## src/rtl/div_pkg.sv

```systemverilog
// Shared definitions for the sequential restoring divider.
// Configuration macro: DIV_EARLY_EXIT_EN (see seq_restoring_divider.sv).
package div_pkg;

  // Default operand width; the dividend is twice this wide.
  localparam int DIV_W = 16;

  // Iteration counter width for the default operand width.
  localparam int DIV_CNT_W = $clog2(DIV_W);

  // Controller states.
  typedef enum logic [1:0] {
    IDLE = 2'd0,
    RUN  = 2'd1,
    DONE = 2'd2
  } div_state_t;

endpackage

```

## src/rtl/div_step.sv

```systemverilog
// One restoring division iteration.
// Shifts the next dividend bit into the partial remainder and subtracts the
// divisor when it fits. The incoming remainder is always below the divisor
// for a valid operation, so the result fits back into W bits.
module div_step import div_pkg::*; #(
  parameter int W = DIV_W
) (
  input  logic [W-1:0] p_i,
  input  logic         bit_i,
  input  logic [W-1:0] divisor_i,
  output logic [W-1:0] p_o,
  output logic         q_o
);

  logic [W:0] shifted;

  // Trial subtraction: keep the difference when the divisor fits, else restore.
  always_comb begin
    shifted = {p_i, bit_i};
    q_o     = (shifted >= {1'b0, divisor_i});
    p_o     = shifted[W-1:0];
    if (q_o) begin
      p_o = W'(shifted - {1'b0, divisor_i});
    end
  end

endmodule

```

## src/rtl/seq_restoring_divider.sv

```systemverilog
// Iterative unsigned restoring divider: 2W-bit dividend / W-bit divisor.
// One operation in flight, valid/ready handshake on both sides.
// Configuration macro: DIV_EARLY_EXIT_EN -- when defined, overflow and
// divide-by-zero operations skip the iterations and complete after one
// cycle; otherwise they run the full W iterations like any other operation.
module seq_restoring_divider import div_pkg::*; #(
  parameter int W = DIV_W
) (
  input  logic           clock,
  input  logic           reset,
  input  logic           in_valid,
  output logic           in_ready,
  input  logic [2*W-1:0] dividend,
  input  logic [W-1:0]   divisor,
  output logic           out_valid,
  input  logic           out_ready,
  output logic [W-1:0]   quotient,
  output logic [W-1:0]   remainder,
  output logic           ovf,
  output logic           dbz
);

  localparam int CNT_W = $clog2(W);

  div_state_t       state_q, state_d;
  logic [CNT_W-1:0] count_q, count_d;
  logic [W-1:0]     p_q, p_d;
  logic [W-1:0]     lo_q, lo_d;
  logic [W-1:0]     div_q, div_d;
  logic [W-1:0]     quot_q, quot_d;
  logic [W-1:0]     rem_q, rem_d;
  logic             ovf_q, ovf_d;
  logic             dbz_q, dbz_d;

  logic [W-1:0]     stepP;
  logic             stepQ;
  logic             accDbz;
  logic             accOvf;

  // The low dividend register doubles as the quotient shift register:
  // dividend bits leave at the top while quotient bits enter at the bottom.
  div_step #(.W(W)) uStep (
    .p_i      (p_q),
    .bit_i    (lo_q[W-1]),
    .divisor_i(div_q),
    .p_o      (stepP),
    .q_o      (stepQ)
  );

  // Overflow is known up front: the quotient cannot fit when the high half
  // of the dividend already reaches the divisor.
  always_comb begin
    accDbz = (divisor == '0);
    accOvf = accDbz || (dividend[2*W-1:W] >= divisor);
  end

  // Next-state logic for the controller, datapath and result registers.
  always_comb begin
    state_d = state_q;
    count_d = count_q;
    p_d     = p_q;
    lo_d    = lo_q;
    div_d   = div_q;
    quot_d  = quot_q;
    rem_d   = rem_q;
    ovf_d   = ovf_q;
    dbz_d   = dbz_q;
    case (state_q)
      IDLE: begin
        if (in_valid) begin
          div_d   = divisor;
          p_d     = dividend[2*W-1:W];
          lo_d    = dividend[W-1:0];
          count_d = '0;
          dbz_d   = accDbz;
          ovf_d   = accOvf;
          quot_d  = '1;
          rem_d   = dividend[W-1:0];
          state_d = RUN;
        end
      end
      RUN: begin
`ifdef DIV_EARLY_EXIT_EN
        if (ovf_q) begin
          state_d = DONE;
        end else begin
`else
        begin
`endif
          p_d     = stepP;
          lo_d    = {lo_q[W-2:0], stepQ};
          count_d = count_q + 1'b1;
          if (count_q == CNT_W'(W - 1)) begin
            state_d = DONE;
            if (!ovf_q) begin
              quot_d = {lo_q[W-2:0], stepQ};
              rem_d  = stepP;
            end
          end
        end
      end
      DONE: begin
        if (out_ready) begin
          state_d = IDLE;
        end
      end
      default: begin
        state_d = IDLE;
      end
    endcase
  end

  // State registers with synchronous reset; reset abandons any operation.
  always_ff @(posedge clock) begin
    if (reset) begin
      state_q <= IDLE;
      count_q <= '0;
      p_q     <= '0;
      lo_q    <= '0;
      div_q   <= '0;
      quot_q  <= '0;
      rem_q   <= '0;
      ovf_q   <= 1'b0;
      dbz_q   <= 1'b0;
    end else begin
      state_q <= state_d;
      count_q <= count_d;
      p_q     <= p_d;
      lo_q    <= lo_d;
      div_q   <= div_d;
      quot_q  <= quot_d;
      rem_q   <= rem_d;
      ovf_q   <= ovf_d;
      dbz_q   <= dbz_d;
    end
  end

  // Handshake flags decode from state alone; results come straight from registers.
  always_comb begin
    in_ready  = (state_q == IDLE);
    out_valid = (state_q == DONE);
    quotient  = quot_q;
    remainder = rem_q;
    ovf       = ovf_q;
    dbz       = dbz_q;
  end

endmodule
```

## config.mk

```make
export PLATFORM = sky130hd
export DESIGN_NAME = seq_restoring_divider
export DESIGN_NICKNAME = d
export VERILOG_FILES = /design/src/rtl/div_pkg.sv /design/src/rtl/div_step.sv /design/src/rtl/seq_restoring_divider.sv
export SDC_FILE = /design/constraint.sdc
export NUM_CORES = 1
export LEC_CHECK = 0
export BUFFER_PORTS_ARGS = -buffer_cell sky130_fd_sc_hd__buf_2
export CORE_MARGIN = 4
export CORE_UTILIZATION = 45
export DETAILED_ROUTE_END_ITERATION = 10
export PLACE_DENSITY = 0.69
export SLEW_MARGIN = 20
export SYNTH_ARGS = -nofsm -noshare
export SYNTH_HDL_FRONTEND = slang
export SYNTH_SLANG_ARGS = --single-unit
export TNS_END_PERCENT = 10
```

## constraint.sdc

```tcl
create_clock -name clock -period 5.1 [get_ports clock]
set_input_delay 0.51 -clock clock [delete_from_list [all_inputs] [get_ports clock]]
set_output_delay 0.51 -clock clock [all_outputs]
set_load 0.01 [all_outputs]
```

==> Word-level counts from Yosys, hierarchy flattened <==
Index checks and enable logic that the tools add are counted.
{ "classes": {"addsub": 2, "magnitude_cmp": 2, "n_eq_ne": 7, "n_mux": 18, "n_reduce_logical": 8} }
{ "op_table": {"columns": ["op", "n"], "rows": [
  ["two-way mux 16 bit", 8],
  ["case mux 16 bit (2 select lines)", 4],
  [">= comparator 17 x 16 -> 1 bit", 1],
  [">= comparator 16 bit", 1],
  ["logical NOT 16 bit", 1],
  ["subtractor 16 bit", 1],
  ["case mux 4 bit (2 select lines)", 1],
  ["two-way mux 2 bit", 3],
  ["!= test 2 bit, second input constant", 3],
  ["case mux 2 bit (3 select lines)", 1],
  ["adder 4 x 1 -> 4 bit, second input constant", 1],
  ["equality test 4 bit, second input constant", 1],
  ["two-way mux 4 bit", 1],
  ["AND reduction 2 bit", 2],
  ["AND reduction 4 bit", 1],
  ["AND reduction 3 bit", 1],
  ["equality test 2 x 1 -> 1 bit, second input constant", 1],
  ["equality test 2 bit, second input constant", 1],
  ["logical NOT 2 bit", 1],
  ["!= test 2 x 1 -> 1 bit, second input constant", 1],
  ["nonzero test 2 bit", 1],
  ["logical OR 1 bit", 1]
]} }
{ "totals": {"ff_bits": 88, "input_bits": 52, "out_inout_bits": 36, "elab_cells": 46} }

==> Depth between registers and ports, before layout <==
Gate-level depths: netlist of run 1.
{ "depth": {"ltp_word": 5, "depth_mapped": 13, "ltp_nobuf": 12} }

==> By module <==
From an unflattened synthesis of run 1, not the netlist that was laid out.
{ "hier_totals": {"cells_unflattened": 667, "hier_area_um2": 5117.4} }
{ "modules_own_cells": {"columns": ["mod", "n_inst", "cells_each", "area_each_um2", "seq_area_each_um2"], "rows": [
  ["seq_restoring_divider", 1, 509, 3958.8, 1761.7],
  ["div_step", 1, 158, 1158.6, 0.0]
]} }

==> Least setup slack after synthesis of run 1 <==
No wires, ideal clock.
{ "synth_timing": {"path_type": "register to register", "from": "register div_q[12]", "to": "register p_q[5]", "setup_time_ns": 0.128, "arrival_time_ns": 2.511, "t_required_ns": 4.972, "path_slack_ns": 2.462, "path_stages_with_launch": 13, "path_buffers": 3, "synth_period_minus_slack_ns": 2.638, "path_cell_list": "dfxtp_1 > inv_1 > ha_1 > buf_2 > and4_4 > nand3_4 > o41a_4 > and2_4 > buf_6 > buf_2 > a211oi_1 > a2bb2oi_1 > nor2_1"} }
{ "synth_via": {"elab_chain_len": 3} }
{ "synth_lines": {"columns": ["item", "line", "source"], "rows": [
  ["start: declaration", "seq_restoring_divider.sv:29", "logic [W-1:0] div_q, div_d;"],
  ["start signal: assignment", "seq_restoring_divider.sv:130", "div_q <= div_d;"],
  [">= comparator 17 x 16 -> 1 bit", "div_step.sv:20", "q_o = (shifted >= {1'b0, divisor_i});"],
  ["two-way mux 16 bit", "div_step.sv:22", "if (q_o) begin"],
  ["case mux 16 bit (2 select lines)", "seq_restoring_divider.sv:68", "case (state_q)"],
  ["end signal: assignment", "seq_restoring_divider.sv:128", "p_q <= p_d;"],
  ["end: declaration", "seq_restoring_divider.sv:27", "logic [W-1:0] p_q, p_d;"]
]} }
No other way between the ends.
A chain may end at the register's enable or synchronous reset.

==> Final worst setup path of run 1 <==
{ "layout_timing": {"from": "register div_q[4]", "to": "register rem_q[9] (netlist: remainder[9])"} }
{ "layout_via": {"elab_chain_len": 5, "word_cells_on_any_way": 6, "classes_between": "add/sub: 1; order compare: 1; mux: 4"} }
{ "layout_lines": {"columns": ["item", "line", "source"], "rows": [
  ["subtractor 16 bit / >= comparator 17 x 16 -> 1 bit (equally long branches)", "div_step.sv:23, div_step.sv:20", null],
  ["two-way mux 16 bit *", "div_step.sv:22", null],
  ["two-way mux 16 bit *", "seq_restoring_divider.sv:95", "if (!ovf_q) begin"],
  ["two-way mux 16 bit *", "seq_restoring_divider.sv:93", "if (count_q == CNT_W'(W - 1)) begin"],
  ["case mux 16 bit (2 select lines) *", "seq_restoring_divider.sv:68", null],
  ["end signal: assignment", "seq_restoring_divider.sv:132", "rem_q <= rem_d;"],
  ["end: declaration", "seq_restoring_divider.sv:31", "logic [W-1:0] rem_q, rem_d;"]
]} }
Every way passes the cells marked *; elsewhere a longest branch is shown, timed or not. The select of a mux whose other input is x is not followed.

==> results.md, run 1 <==
- Leakage: 2.50 nW
- Result of the run: finished clean
- Net Sw Power: 0.779 mW
- Number of DRC markers in iteration 0: 377
- Worst Path Class, Setup: reg2reg
- WP data arrival: 3250 ps
- Global route total overflow: 0
- PwrDens: 373 nW/um^2
- Global-route wire length before repair: 22,200 microns
- Tightest Hold Check Type: in2reg
- Flop2flop setup slack: 2050 ps
- Number of buffers added for setup after CTS: 0
- Switching power share of the total: 37.5%
- DRC violations left: 0
- Hold violation total from the final report: 0
- Synth-to-layout area growth: 14.7%
- Number of buffers created by CTS: 9
- Max stage delay cell, worst path: a2111oi_0
- Total wire length: 13,600 microns
- Latest clock arrival within the worst-skew pair: 360 ps
- Clock slew at the register clock pins of the worst setup and hold paths: 90 ps
- CTS max path bufs: 2
- Critical Path Max Stage Delay: 680 ps
- Fraction of the yosys area taken by sequential cells: 36.2%
- DIE WIDTH: 112 microns
- Count of final max-slew check failures: 0
- Total power after layout: 2.08 mW
- Total via count after detailed routing: 4,746
- Pin count of the biggest net entering global routing: 59
- Maximum capacitance violations: 0
- Standard cell core area: 10,400 sq um
- Cells along the critical path: inv_1, ha_1, nand3_1, o21bai_1, a311oi_2, nor2_1, a22o_1, a2111oi_0, or3_1, a21oi_1
- Final worst path period need: 3050 ps
- Port Buffer Count: 87
- Number of antenna violations at the first check in global routing: 0
- Total setup violations reported at the end of the flow: 0
- Hold_sp: divisor[4]
- Sum of negative setup slack: 0 ps
- Reg-to-Reg Start: div_q[4]
- # clock sinks: 88
- Min-Delay Endpoint: div_q[4]
- Clock skew after layout: 10.6 ps
- Synthesis Warnings: 0
- Number of different library cells in the post-synthesis netlist: 58
- Cells on worst reg2reg path: 10
- Total die area: 12,500 sq um
- Routability cong.: 0.998
- Relative contribution of sequential cells to total power: 39.4%
- Highest ir drop seen on vdd: 0.178 mV
- Post-synthesis register bit count: 88
- Leading cell type in the layout, fill and taps excluded: dfxtp_1
- Worst slew margin relative to its limit: 29.7%
- Num rows: 37
- Post-DP HPWL: 9870 microns
- Area taken by multi-input logic gates: 2830 sq um
- Mean number of vias per cell: 5.71
- H-Tree Level Count: 3
- Synthesized instance count: 623
- CP Launch Type: register
- Area occupied by registers: 1760 sq um
- Quantity of hold-fixing buffers added after cts: 0
- Average size of a mapped cell: 7.80 sq um
- Ratio of cells with drive above 1 in the final layout: 18.4%
- Endpoint of the lowest-slack register-to-register path: remainder[9]
- Initial Utilization: 46.7%
- Vias in the first global route: 4,311
- Area of the mapped netlist: 4860 sq um
- Post-CTS Resized: 0
- Fill cell total of the finished layout: 998
- Maximum frequency from static timing analysis: 0.328 GHz
- FFs w/ async S/R, synth: 0%
- Post-layout net count: 776
- CTS tree: done
- Vertical extent of the die: 112 microns
- Unrepaired setup endpoints after global routing: false
- Drt first pass iters: 5
- Combinational cell fraction of total power: 36.4%
- Clock share of power: 24.2%
- Wire length per cell: 16.3 microns
- Syn Nets: 709
- Number of diodes: 0
- Slew at the pin closest to its max-slew limit: 1050 ps
- Total routing resource utilization after global routing: 21.5%
- Root buffer cell: clkbuf_8
- Fraction of the cycle the final worst path needs: 59.9%
- Highest fanout seen on the critical path: 5
- Leading cell types in the layout, fill and taps excluded: dfxtp_1, buf_2, nor2_1
- Post-synth EDFFs: 0
- Hold path depth: 3
- Internal power summed over all cells: 1.30 mW
- Category of the worst setup path capture point: register
- Predominant post-synthesis flop cell: dfxtp_1
- Required time of the critical path: 5300 ps
- Number of routed nets with antenna violations: 0
- Io pins: 88
-- cell type report --
| cell class | instances | area share, % |
|---|---|---|
| tap | 136 | 3.05 |
| clock inverter | 7 | 1.39 |
| clock buffer | 9 | 2.22 |
| sequential | 88 | 31.6 |
| inverter | 35 | 2.36 |
| multi-input combinational | 463 | 50.8 |
| timing repair buffer | 93 | 8.61 |
-- flip-flops by register name, summed over array words and instances, names as in the netlist --
register,cells
state_q,2
count_q,4
dbz,1
p_q,16
quotient,16
ovf,1
remainder,16
lo_q,16
div_q,16
-- cell families (layout without fill, tap and decap cells) --
kind of cell	after synthesis	after routing	share of synthesized area (%)
compound gates	171	171	24.0
xor+xnor	12	12	2.16
fa+ha+maj	34	34	8.90
buf+inv	72	144	5.79
flops	88	88	36.2
mux	2	2	0.463
simple gates	244	244	22.4
-- routing by layer --
metal / track usage, % / up-vias / share of wire, %
met5: 0 / - / 0
met4: 6.81 / 0 / 2.2
met3: 3.37 / 27 / 7.7
met2: 32.7 / 218 / 42
met1: 31.2 / 2169 / 48
li1: - / 2332 / -
-- per-stage QoR --
stage	hold WS [ps]	instance area, sq um	instances	setup WS, ps	util, %
detailed placement	444	5380	815	2070	51.6
finish	395	5580	831	2050	53.5
floorplan	436	4860	623	2460	-
CTS	378	5580	831	2090	53.5
global placement	441	5370	815	2100	51.6
global route	384	5580	831	1810	53.5
-- worst max-delay path, delay by kind of cell (launching register included) --
family	cells	cell delay, ps
AO/OA/AOI/OAI	5	1610
adder cells (fa/ha/maj)	1	350
buffers and inverters	1	50
flip-flops	1	340
AND/OR/NAND/NOR	3	530
-- synthesized netlist by cell type, types with 7 or more instances --
cell / n / area (sq um)
a211oi_1: 8 / 60.1
a21oi_1: 55 / 275
a21o_1: 14 / 105
a311oi_1: 16 / 140
dfxtp_1: 88 / 1760
o21ai_0: 18 / 90.1
clkbuf_1: 30 / 113
inv_1: 35 / 131
ha_1: 33 / 413
nand2_1: 85 / 319
nor3_1: 29 / 145
o211ai_1: 10 / 75.1
nor2_1: 87 / 327
a22oi_1: 7 / 52.6
-- worst max-delay path by stage --
stage	slack, ps	to	cells after the start	start
global placement	2100	remainder[13]	10	in_valid
detailed placement	2070	remainder[13]	10	in_valid
CTS	2090	remainder[12]	10	div_q[5]
finish	2050	remainder[9]	10	div_q[4]
global route	1810	remainder[9]	10	div_q[4]
floorplan	2460	p_q[5]	12	div_q[12]
-- power by group through the flow --
stage                     registers (mW)  logic, mW  clock network [mW]
final                              0.819      0.757               0.504
after global routing               0.829      0.837               0.546
after CTS                          0.819      0.746               0.515
after detailed placement           0.835      0.740                   0
after global placement             0.831      0.728                   0
after floorplan                    0.839      0.540                   0
No activity file was read; power rests on OpenSTA's default activity.
==> run 2, diff against run 1 <==
--- a/config.mk
+++ b/config.mk
@@ -9,7 +9,7 @@
 export CORE_MARGIN = 4
 export CORE_UTILIZATION = 45
 export DETAILED_ROUTE_END_ITERATION = 10
-export PLACE_DENSITY = 0.69
+export PLACE_DENSITY = 0.71
 export SLEW_MARGIN = 20
 export SYNTH_ARGS = -nofsm -noshare
 export SYNTH_HDL_FRONTEND = slang
==> constraint.sdc (replaced) <==
create_clock -name clock -period 2.7 [get_ports clock]
set_input_delay 0.27 -clock clock [delete_from_list [all_inputs] [get_ports clock]]
set_output_delay 0.27 -clock clock [all_outputs]
set_load 0.01 [all_outputs]
==> results.md, run 2 (synthesized netlist as in run 1, its figures left out) <==
- Result of the run: finished clean (unchanged)
- Clock skew after layout: 20.8 ps (was 10.6 ps)
- Global route total overflow: 0 (unchanged)
- Total routing resource utilization after global routing: 22.7% (was 21.5%)
- Latest clock arrival within the worst-skew pair: 360 ps (about the same)
- Hold violation total from the final report: 0 (unchanged)
- Wire length per cell: 17.0 microns (was 16.3 microns)
- Post-DP HPWL: 10,800 microns (was 9870 microns)
- Post-layout net count: 806 (was 776)
- Port Buffer Count: 87 (unchanged)
- Internal power summed over all cells: 2.65 mW (was 1.30 mW)
- Number of DRC markers in iteration 0: 327 (was 377)
- CTS tree: done (unchanged)
- Total via count after detailed routing: 4,805 (was 4,746)
- PwrDens: 711 nW/um^2 (was 373 nW/um^2)
- CP Launch Type: register (unchanged)
- # clock sinks: 88 (unchanged)
- Number of diodes: 0 (unchanged)
- Drt first pass iters: 5 (unchanged)
- Num rows: 37 (unchanged)
- Fraction of the cycle the final worst path needs: 96.1% (was 59.9%)
- Area taken by multi-input logic gates: 2960 sq um (was 2830 sq um)
- Combinational cell fraction of total power: 39.8% (was 36.4%)
- Setup slack after layout: 104 ps (was 2050 ps)
- Standard cell core area: 10,400 sq um (unchanged)
- Vertical extent of the die: 112 microns (unchanged)
- Final worst path period need: 2600 ps (was 3050 ps)
- Worst Path Class, Setup: reg2reg (unchanged)
- Leakage: 2.67 nW (was 2.50 nW)
- Routability cong.: 0.918 (was 0.998)
- Core Util, Final: 57.2% (was 53.5%)
- Number of antenna violations at the first check in global routing: 0 (unchanged)
- Io pins: 88 (unchanged)
- Total wire length: 14,600 microns (was 13,600 microns)
- DIE WIDTH: 112 microns (unchanged)
- Clock slew at the register clock pins of the worst setup and hold paths: 110 ps (was 90 ps)
- Relative contribution of sequential cells to total power: 36.8% (was 39.4%)
- Post-Place Worst Slack: -35.5 ps (was 2070 ps)
- Required time of the critical path: 2930 ps (was 5300 ps)
- Tightest Hold Check Type: in2reg (unchanged)
- Initial Utilization: 46.7% (unchanged)
- CTS max path bufs: 2 (unchanged)
- Total setup violations reported at the end of the flow: 0 (unchanged)
- Total die area: 12,500 sq um (unchanged)
- Fill cell total of the finished layout: 1,025 (was 998)
- Count of final max-slew check failures: 0 (unchanged)
- Net Sw Power: 1.58 mW (was 0.779 mW)
- Highest fanout seen on the critical path: 8 (was 5)
- Pin count of the biggest net entering global routing: 47 (was 59)
- DRC violations left: 0 (unchanged)
- Worst slew margin relative to its limit: 62.5% (was 29.7%)
- Slew at the pin closest to its max-slew limit: 558 ps (was 1050 ps)
- Switching power share of the total: 37.3% (was 37.5%)
- Leading cell types in the layout, fill and taps excluded: dfxtp_1, buf_2, nor2_1 (unchanged)
- Number of routed nets with antenna violations: 0 (unchanged)
- Ratio of cells with drive above 1 in the final layout: 24.0% (was 18.4%)
- Root buffer cell: clkbuf_8 (unchanged)
- Unrepaired setup endpoints after global routing: true (was false)
- Category of the worst setup path capture point: register (unchanged)
- Maximum capacitance violations: 0 (unchanged)
- Final Instance Count excl. Fillers: 861 (was 831)
- Highest ir drop seen on vdd: 0.354 mV (was 0.178 mV)
- Synth-to-layout area growth: 22.5% (was 14.7%)
- Global-route wire length before repair: 23,300 microns (was 22,200 microns)
- H-Tree Level Count: 3 (unchanged)
- Maximum frequency from static timing analysis: 0.385 GHz (was 0.328 GHz)
- Number of buffers created by CTS: 9 (unchanged)
- Vias in the first global route: 4,684 (was 4,311)
- Clock share of power: 23.5% (was 24.2%)
- Mean number of vias per cell: 5.58 (was 5.71)
- WP data arrival: 2830 ps (was 3250 ps)
- Area occupied by registers: 1760 sq um (about the same)
- Number of placed cells counting well taps: 844 (was 815)
[run 2: cell types whose count changed in the layout (fill, tap and decap cells not counted), moves of 2 or more]
cell | previous run | this run
ha_1 | 33 | 30
buf_4 | 6 | 33
inv_6 | 3 | 1
o21ai_1 | 0 | 2
and2_4 | 1 | 3
a21oi_1 | 55 | 53
a211oi_2 | 0 | 3
buf_12 | 0 | 2
a211oi_1 | 8 | 5
ha_4 | 0 | 2
[run 2: worst paths after layout]
check | from | end | slack (ps) | cells past startpoint
min | divisor[5] | div_q[5] | 160 | 3
min reg2reg | div_q[3] | div_q[3] | 460 | 2
max | div_q[11] | remainder[10] | 100 | 11
max reg2reg | div_q[11] | remainder[10] | 100 | 11
[run 2: power by group through the flow]
| stage | Combinational [mW] | Sequential [mW] | Clock [mW] |
|---|---|---|---|
| 2_1_floorplan | 1.02 | 1.59 | 0 |
| 3_3_place_gp | 1.52 | 1.58 | 0 |
| 5_1_grt | 1.85 | 1.57 | 1.06 |
| 4_1_cts | 1.57 | 1.55 | 1.01 |
| 6_report | 1.68 | 1.56 | 0.993 |
| 3_5_place_dp | 1.55 | 1.58 | 0 |
[run 2: area by class of cell]
type / instances / area share [%]
multi-input combinational: 464 / 49.7
clock buffer: 10 / 2.31
inverter: 35 / 2.21
tap: 136 / 2.86
timing repair buffer: 122 / 12.1
clock inverter: 6 / 1.24
sequential: 88 / 29.6
[run 2: what timing repair did]
action                     CTS  global route
resized for setup            3            22
pin swaps                    0             9
gates cloned                 0             1
setup endpoints to repair    4            27
buffers inserted             0             0
hold buffers                 0             0
[run 2: worst max-delay path, cell delays in order, from the launching register on]
cell	delay (ps)
dfxtp_1	350
inv_1	60
ha_1	300
and4_4	230
a311o_1	320
a21oi_2	200
o41a_4	230
and2_4	220
nor2_1	70
a211oi_1	250
buf_4	170
o41ai_1	60
[run 2: stage by stage]
stage          power, mW  hold slack [ps]  instance area [sq um]  setup TNS, ps
2_1_floorplan       2.60              406                   4860              0
3_3_place_gp        3.10              435                   5620          -4.49
3_5_place_dp        3.13              448                   5620          -74.2
4_1_cts             4.13              144                   5830              0
5_1_grt             4.49              159                   5960          -56.9
6_report            4.23              155                   5960              0
[run 2: routing by layer]
| metal | global-route usage (%) | vias to the layer above | share of wire, % |
|---|---|---|---|
| met5 | 0 | - | 0 |
| met3 | 2.93 | 15 | 4.4 |
| li1 | - | 2403 | - |
| met2 | 36.1 | 144 | 45 |
| met4 | 7.05 | 0 | 1.6 |
| met1 | 32.0 | 2243 | 49 |
